===== src/rtl/sm_conv_pipe.sv =====
// sm_conv_pipe: two-stage sign-magnitude to one's/two's-complement lane converter
// with valid/ready flow control and a saturating negative-zero counter.
// Optional build macro: SM_CONV_NEGZERO_NORM_EN (mode-0 negative zero emitted as +0).
module sm_conv_pipe #(
    parameter int LANE_W = 8,
    parameter int LANES  = 4,
    parameter int CNT_W  = 16
) (
    input  logic                    clk,
    input  logic                    rst,
    input  logic                    in_valid,
    output logic                    in_ready,
    input  logic [LANES*LANE_W-1:0] in_data,
    input  logic                    in_mode,
    output logic                    out_valid,
    input  logic                    out_ready,
    output logic [LANES*LANE_W-1:0] out_data,
    input  logic                    cnt_clr,
    output logic [CNT_W-1:0]        negzero_cnt
);
    localparam int DW = LANES * LANE_W;
    localparam int PW = $clog2(LANES + 1);

    function automatic logic signed [LANE_W-1:0] ones_cmp(input logic [LANE_W-1:0] lane);
        return {lane[LANE_W-1], lane[LANE_W-2:0] ^ {(LANE_W-1){lane[LANE_W-1]}}};
    endfunction

    function automatic logic is_negzero(input logic [LANE_W-1:0] lane);
        return lane[LANE_W-1] && (lane[LANE_W-2:0] == '0);
    endfunction

    function automatic logic signed [LANE_W-1:0] add_inc(input logic signed [LANE_W-1:0] t,
                                                         input logic inc);
        return t + $signed({{(LANE_W-1){1'b0}}, inc});
    endfunction

    function automatic logic [PW-1:0] popcnt(input logic [LANES-1:0] v);
        logic [PW-1:0] n;
        n = '0;
        for (int k = 0; k < LANES; k++) n = n + PW'(v[k]);
        return n;
    endfunction

    function automatic logic [CNT_W-1:0] sat_add(input logic [CNT_W-1:0] a, input logic [PW-1:0] b);
        logic [CNT_W:0] s;
        s = {1'b0, a} + (CNT_W+1)'(b);
        return s[CNT_W] ? {CNT_W{1'b1}} : s[CNT_W-1:0];
    endfunction

    logic                    vld_p1, vld_p2;
    logic [DW-1:0]           t_p0, t_p1;
    logic [LANES-1:0]        inc_p0, inc_p1;
    logic [LANES-1:0]        nz_p0;
    logic [DW-1:0]           sum_p1, data_p2;
    logic [LANE_W-1:0]       lane;
    logic                    acc, s2_en;
    logic [CNT_W-1:0]        cnt_base;

    assign in_ready  = !rst && (!vld_p1 || !vld_p2 || out_ready);
    assign acc       = in_valid && in_ready;
    assign s2_en     = !vld_p2 || out_ready;
    assign out_valid = vld_p2;
    assign out_data  = data_p2;

    // Stage 0 -> 1: sign-conditional inversion of the magnitude, increment flag per lane
    always_comb begin
        lane   = '0;
        t_p0   = '0;
        inc_p0 = '0;
        nz_p0  = '0;
        for (int k = 0; k < LANES; k++) begin
            lane                     = in_data[k*LANE_W +: LANE_W];
            t_p0[k*LANE_W +: LANE_W] = ones_cmp(lane);
            inc_p0[k]                = lane[LANE_W-1] & in_mode;
            nz_p0[k]                 = is_negzero(lane);
`ifdef SM_CONV_NEGZERO_NORM_EN
            if (nz_p0[k] && !in_mode) t_p0[k*LANE_W +: LANE_W] = '0;
`endif
        end
    end

    always_ff @(posedge clk) begin
        if (acc) begin
            t_p1   <= t_p0;
            inc_p1 <= inc_p0;
        end
    end

    // Stage 1 -> 2: per-lane increment, carries never cross lane boundaries
    always_comb begin
        sum_p1 = '0;
        for (int k = 0; k < LANES; k++)
            sum_p1[k*LANE_W +: LANE_W] = add_inc(t_p1[k*LANE_W +: LANE_W], inc_p1[k]);
    end

    always_ff @(posedge clk) begin
        if (rst)
            data_p2 <= '0;
        else if (s2_en && vld_p1)
            data_p2 <= sum_p1;
    end

    always_ff @(posedge clk) begin
        if (rst) begin
            vld_p1 <= 1'b0;
            vld_p2 <= 1'b0;
        end else begin
            if (acc)
                vld_p1 <= 1'b1;
            else if (s2_en)
                vld_p1 <= 1'b0;
            if (s2_en)
                vld_p2 <= vld_p1;
        end
    end

    // Clear acts before the add so a clear+accept cycle loads that beat's count
    assign cnt_base = cnt_clr ? '0 : negzero_cnt;

    always_ff @(posedge clk) begin
        if (rst)
            negzero_cnt <= '0;
        else if (acc)
            negzero_cnt <= sat_add(cnt_base, popcnt(nz_p0));
        else if (cnt_clr)
            negzero_cnt <= '0;
    end
endmodule


===== config.mk =====
export PLATFORM = sky130hd
export DESIGN_NAME = sm_conv_pipe
export DESIGN_NICKNAME = d
export VERILOG_FILES = /design/src/rtl/sm_conv_pipe.sv
export SDC_FILE = /design/constraint.sdc
export NUM_CORES = 1
export LEC_CHECK = 0
export ABC_AREA = 1
export BUFFER_PORTS_ARGS = -buffer_cell sky130_fd_sc_hd__buf_2
export CAP_MARGIN = 20
export CORE_MARGIN = 4
export CORE_UTILIZATION = 49
export DETAILED_ROUTE_END_ITERATION = 16
export GPL_TIMING_DRIVEN = 0
export PLACE_DENSITY = 0.73
export SLEW_MARGIN = 20
export SYNTH_ARGS = -nofsm -noshare
export SYNTH_HDL_FRONTEND = slang
export SYNTH_SLANG_ARGS = --single-unit

===== constraint.sdc =====
create_clock -name clk -period 2.76 [get_ports clk]
set_input_delay 0.138 -clock clk [delete_from_list [all_inputs] [get_ports clk]]
set_output_delay 0.138 -clock clk [all_outputs]
set_load 0.1 [all_outputs]

== After elaboration in Yosys (flattened, before gate mapping) ==
Cells that the tools add are included.

* Register bits: 86
* Input bits: 38
* Output and inout port bits: 50
* Word-level logic and storage cells: 45

* Add/subtract/negate cells: 8
* Multiplexer cells: 5
* Bitwise logic cells: 8
* Reduce and logical (&&, ||, !) cells: 18

{| class="wikitable"
|+ Operators by type and width
! kind !! number
|-
| $mux W16 || 3
|-
| $add A8 B2 Y8 || 4
|-
| $logic_not A7 Y1 || 4
|-
| $xor A7 B7 Y7 || 4
|-
| $add A16 B3 Y17 || 1
|-
| $logic_and A1 B1 Y1 || 7
|-
| $and A1 B1 Y1 || 4
|-
| $add A2 B1 Y3 || 1
|-
| $add A3 B1 Y3 || 1
|-
| $logic_not A1 Y1 || 3
|-
| $logic_or A1 B1 Y1 || 3
|-
| $add A1 B1 Y2 || 1
|-
| $mux W1 || 2
|-
| $reduce_bool A2 Y1 || 1
|}

== Longest topological paths before layout ==
* Depth in word-level cells: 8
* Mapped depth: 18
* Depth with buffers taken out: 18

== Worst setup path before layout ==
OpenSTA, ideal clock, no wires.

* Path type: input -> register
* From: in in_data[7]
* To: reg negzero_cnt[12]
* Library setup time: 0.109 ns
* Arrival time: 2.612 ns
* Data required time: 2.651 ns
* Setup slack: 0.039 ns
* Cell stages on the path: 17
* Buffers on the path: 1
* Cell sequence: clkbuf_1 nand2_1 nor4_1 fa_1 inv_1 fa_1 inv_1 fa_1 nand2_1 nor2_2 nand2_2 nor2_4 nand3_1 nand2_1 nand3_1 nand2_1 inv_1

* Longest elaborated chain between the ends: 7

{| class="wikitable"
|+ RTL lines
! what !! RTL line !! RTL
|-
| from (decl) || 13 || <nowiki>input logic [LANES*LANE_W-1:0] in_data,</nowiki>
|-
| $logic_and A1 B1 Y1 || 29 || <nowiki>return lane[LANE_W-1] && (lane[LANE_W-2:0] == '0);</nowiki>
|-
| $add A1 B1 Y2 || 40 || <nowiki>for (int k = 0; k < LANES; k++) n = n + PW'(v[k]);</nowiki>
|-
| $add A2 B1 Y3 || 40 ||
|-
| $add A3 B1 Y3 || 40 ||
|-
| $add A16 B3 Y17 || 46 || <nowiki>s = {1'b0, a} + (CNT_W+1)'(b);</nowiki>
|-
| $mux W16 || 47 || <nowiki>return s[CNT_W] ? {CNT_W{1'b1}} : s[CNT_W-1:0];</nowiki>
|-
| $mux W16 || 123 || <nowiki>else if (acc)</nowiki>
|-
| to (signal assigned) || 124 || <nowiki>negzero_cnt <= sat_add(cnt_base, popcnt(nz_p0));</nowiki>
|-
| to (decl) || 19 || <nowiki>output logic [CNT_W-1:0] negzero_cnt</nowiki>
|}

No other way between the ends.
A chain may end at the register's enable or synchronous reset.

== Worst setup path after layout ==
* From: in in_data[7]
* To: reg negzero_cnt[8]

Same word-level chain as after synthesis.

==> impl_metrics.py <==
metrics = {
    "clocking": {
        "numCtsBuffers": 9,
        "postCtsSetupBuffers": 0,
        "path_clk_slew_ns": 0.08,
        "tritoncts": "yes",
        "cts_max_path_buffers": 2,
        "cts.htree.levels": 3,
        "root_buffer": "clkbuf_8",
        "clock_sinks": 86,
        "clock_latency_ns": 0.35,
    },
    "synth": {
        "ys_types": 35,
        "synthCells": 479,
        "synth_top_area_cell": "edfxtp_1",
        "synth-seq-cells": 86,
        "yosysSeqAreaShare_pct": 49.0,
        "yosys-top-cells-area": "edfxtp_1 25%, dfxtp_1 24%, xor2_1 9.1%, nand2_1 5.7%, nor2_1 5.5%",
        "synth_area_per_cell_um2": 8.86,
        "synthesis.area_um2": 4250,
        "synth_top_area_share_pct": 25.5,
        "synth-warning-count": 0,
        "syn-num-nets": 529,
    },
    "worst_setup_path": {
        "r2r-start": "negzero_cnt[0]$_SDFF_PP0_",
        "r2r-end": "negzero_cnt[8]$_SDFF_PP0_",
        "crit_fanout": 10,
        "slowest_stage": "fa_1",
        "cp_num_buf_inv": 3,
        "cp-end-kind": "register",
        "rr_worst_depth": 10,
        "critPathTopFamily": "adder cells",
        "worst_setup_path_start_kind": "primary input",
        "rrSetupSlack_ns": 0.63,
        "crit_required_ns": 3.03,
        "crit_chain": "buf_2 > nand2_1 > nor4_4 > fa_1 > inv_1 > fa_1 > inv_1 > fa_1 > nand2_1 > nor2_2 > nand2_2 > nor2_4 > nand3_4 > a21oi_1",
        "critPathKind": "in2reg",
        "worstPathArrival_ns": 2.74,
        "critPathMaxStageDelay_ns": 0.53,
        "cp_common_cell": "fa_1",
    },
    "final_layout": {
        "fill_cells": 740,
        "final_common_cell": "buf_2",
        "syn2layout_area_growth_pct": 19.2,
        "final_cells": 685,
        "finalCoreUtilization_pct": 60.7,
        "final_cell_mix": "89 x buf_2, 65 x nand2_1, 61 x nor2_1",
        "layout.nets": 625,
        "diodes": 0,
        "drive_above_1_share_pct": 22.1,
    },
    "floorplanning": {
        "fp.dieW_um": 101,
        "die_area_um2": 10200,
        "start_util_pct": 50.9,
        "pin_count": 88,
        "die-height_um": 101,
        "num_rows": 33,
        "fp.coreArea_um2": 8340,
    },
    "timing": {
        "timing.fmax_mhz": 406,
        "period_needed_ns": 2.46,
        "fin_skew_ns": 0.00706,
        "hold_violations": 0,
        "setup-violations-final": 0,
        "maxSlewViolCount": 0,
        "min_period_over_period_pct": 89.2,
        "worst_slew_pin_slew_ns": 0.780,
        "slew_headroom_pct": 47.9,
        "rsz0062_at_grt": "false",
    },
    "detailed_routing": {
        "wl_um": 9470,
        "drc": 0,
        "dr.pass1.iters": 6,
        "vias_per_cell": 4.99,
        "ant_nets": 0,
        "drt_iter0_drc": 108,
        "wl_per_cell_um": 13.8,
        "via_count": 3421,
    },
    "hold_path": {
        "worstHoldStart": "out_ready",
        "worstHoldPathType": "in2reg",
        "holdPathEnd": "out_valid$_SDFFE_PP0N_",
        "hold_depth": 4,
    },
    "global_routing": {
        "grt_usage_pct": 19.4,
        "grt_max_degree": 41,
        "grt_pass1_wl_um": 15400,
        "antenna_found_initial": 0,
        "gr-total-overflow": 0,
        "grt_pass1_vias": 3228,
    },
    "place": {
        "port_buffers": 86,
        "gp_congestion": 0.863,
        "dpl.cell_count": 670,
        "hpwl_um": 7240,
    },
    "power": {
        "powerDensity_nw_per_um2": 558,
        "vdd_drop_max_mv": 0.349,
        "power_leakage_nw": 2.38,
    },
    "job": {
        "cap_violations": 0,
    },
    "run_status": {
        "outcome": "finished clean",
    },
}
==> worst max-delay path by stage <==
stage,startpoint,to,slack [ns],cells after the start
floorplan,in_data[7],negzero_cnt[12]$_SDFF_PP0_,0.04,17
global placement,in_data[7],negzero_cnt[12]$_SDFF_PP0_,-0.64,17
detailed placement,in_data[7],negzero_cnt[3]$_SDFF_PP0_,-0.66,15
CTS,in_data[23],negzero_cnt[12]$_SDFF_PP0_,0.04,15
global route,in_data[7],negzero_cnt[8]$_SDFF_PP0_,0.007,14
finish,in_data[7],negzero_cnt[8]$_SDFF_PP0_,0.30,14
==> flip-flops by register name, summed over array words and instances, names as in the netlist <==
name,flops
out_data,32
t_p1,32
negzero_cnt,16
inc_p1,4
out_valid,1
vld_p1,1
==> per-stage QoR <==
step / setup TNS [ns] / setup WS, ns / power, mW / instance area [µm²] / hold WS (ns)
after floorplan: 0 / 0.0389 / 1.77 / 4250 / 0.237
after global placement: -9.85 / -0.645 / 1.87 / 4810 / 0.336
after detailed placement: -10.04 / -0.663 / 1.88 / 4810 / 0.333
after CTS: 0 / 0.0362 / 2.85 / 5060 / 0.0635
after global routing: 0 / 0.00686 / 2.93 / 5060 / 0.0853
final: 0 / 0.297 / 2.82 / 5060 / 0.0798
==> logic make-up after synthesis <==
group           share of synthesized area, %
buf+inv                                 7.13
simple gates                            22.0
xor+xnor                                10.5
flops                                   49.0
fa+ha+maj                               4.07
compound gates                          7.22
==> report_power, final <==
| part | switching [mW] | internal [mW] |
|---|---|---|
| clock network | 0.441 | 0.531 |
| logic | 0.329 | 0.101 |
| registers | 0.0323 | 1.39 |
| total | 0.803 | 2.02 |
==> layer usage <==
layer,wire length [µm],vias up,share of wire [%],GRT usage (%)
met2,4680,95,49,33.4
li1,-,1754,-,-
met3,677,11,7.1,3.11
met1,4000,1561,42,24.7
met5,0,-,0,0
met4,120,0,1.3,6.54
==> Yosys cell counts <==
library cell,instances
ha_1,9
nor4_1,4
buf_8,1
buf_2,3
o21ai_0,33
nand4_1,3
o2111ai_1,1
inv_4,1
a21oi_1,23
nand3_1,40
nor3b_4,1
buf_6,2
nand3_4,2
dfxtp_1,50
nor3_1,8
edfxtp_1,36
buf_4,1
fa_1,3
nor2_2,3
inv_2,2
and3_1,2
nand2_4,1
nor2_8,1
nand3b_1,1
nor3b_1,1
clkbuf_1,9
nand2_2,4
xnor2_1,7
nor2_4,1
nor2_1,62
nand2_1,65
inv_1,52
or2_2,1
xor2_1,44
o221ai_1,2
==> worst reg2reg max path: cells and delay by family (launching register included) <==
kind / cells / cell delay (ns)
buf+inv: 1 / 0.09
simple gates: 6 / 0.82
flops: 1 / 0.38
fa+ha+maj: 2 / 0.57
compound gates: 1 / 0.20
==> final cells by class <==
class                           instances  area [µm²]  area share, %
Timing Repair Buffer                   89         460           9.10
Multi-Input combinational cell        322        1880           37.1
Inverter                               55         209           4.13
Tap cell                              105         131           2.60
Clock buffer                           10         138           2.72
Clock inverter                          6        85.1           1.68
Sequential cell                        86        2080           41.1
Buffer                                 12        78.8           1.56
==> what timing repair did <==
item,4_1_cts,5_1_grt
hold endpoints to repair,3,0
hold buffers,3,0
gates resized for setup,1,2
cloned,0,0
endpoints found under the setup margin,16,16
(Power assumes the default switching activity.)
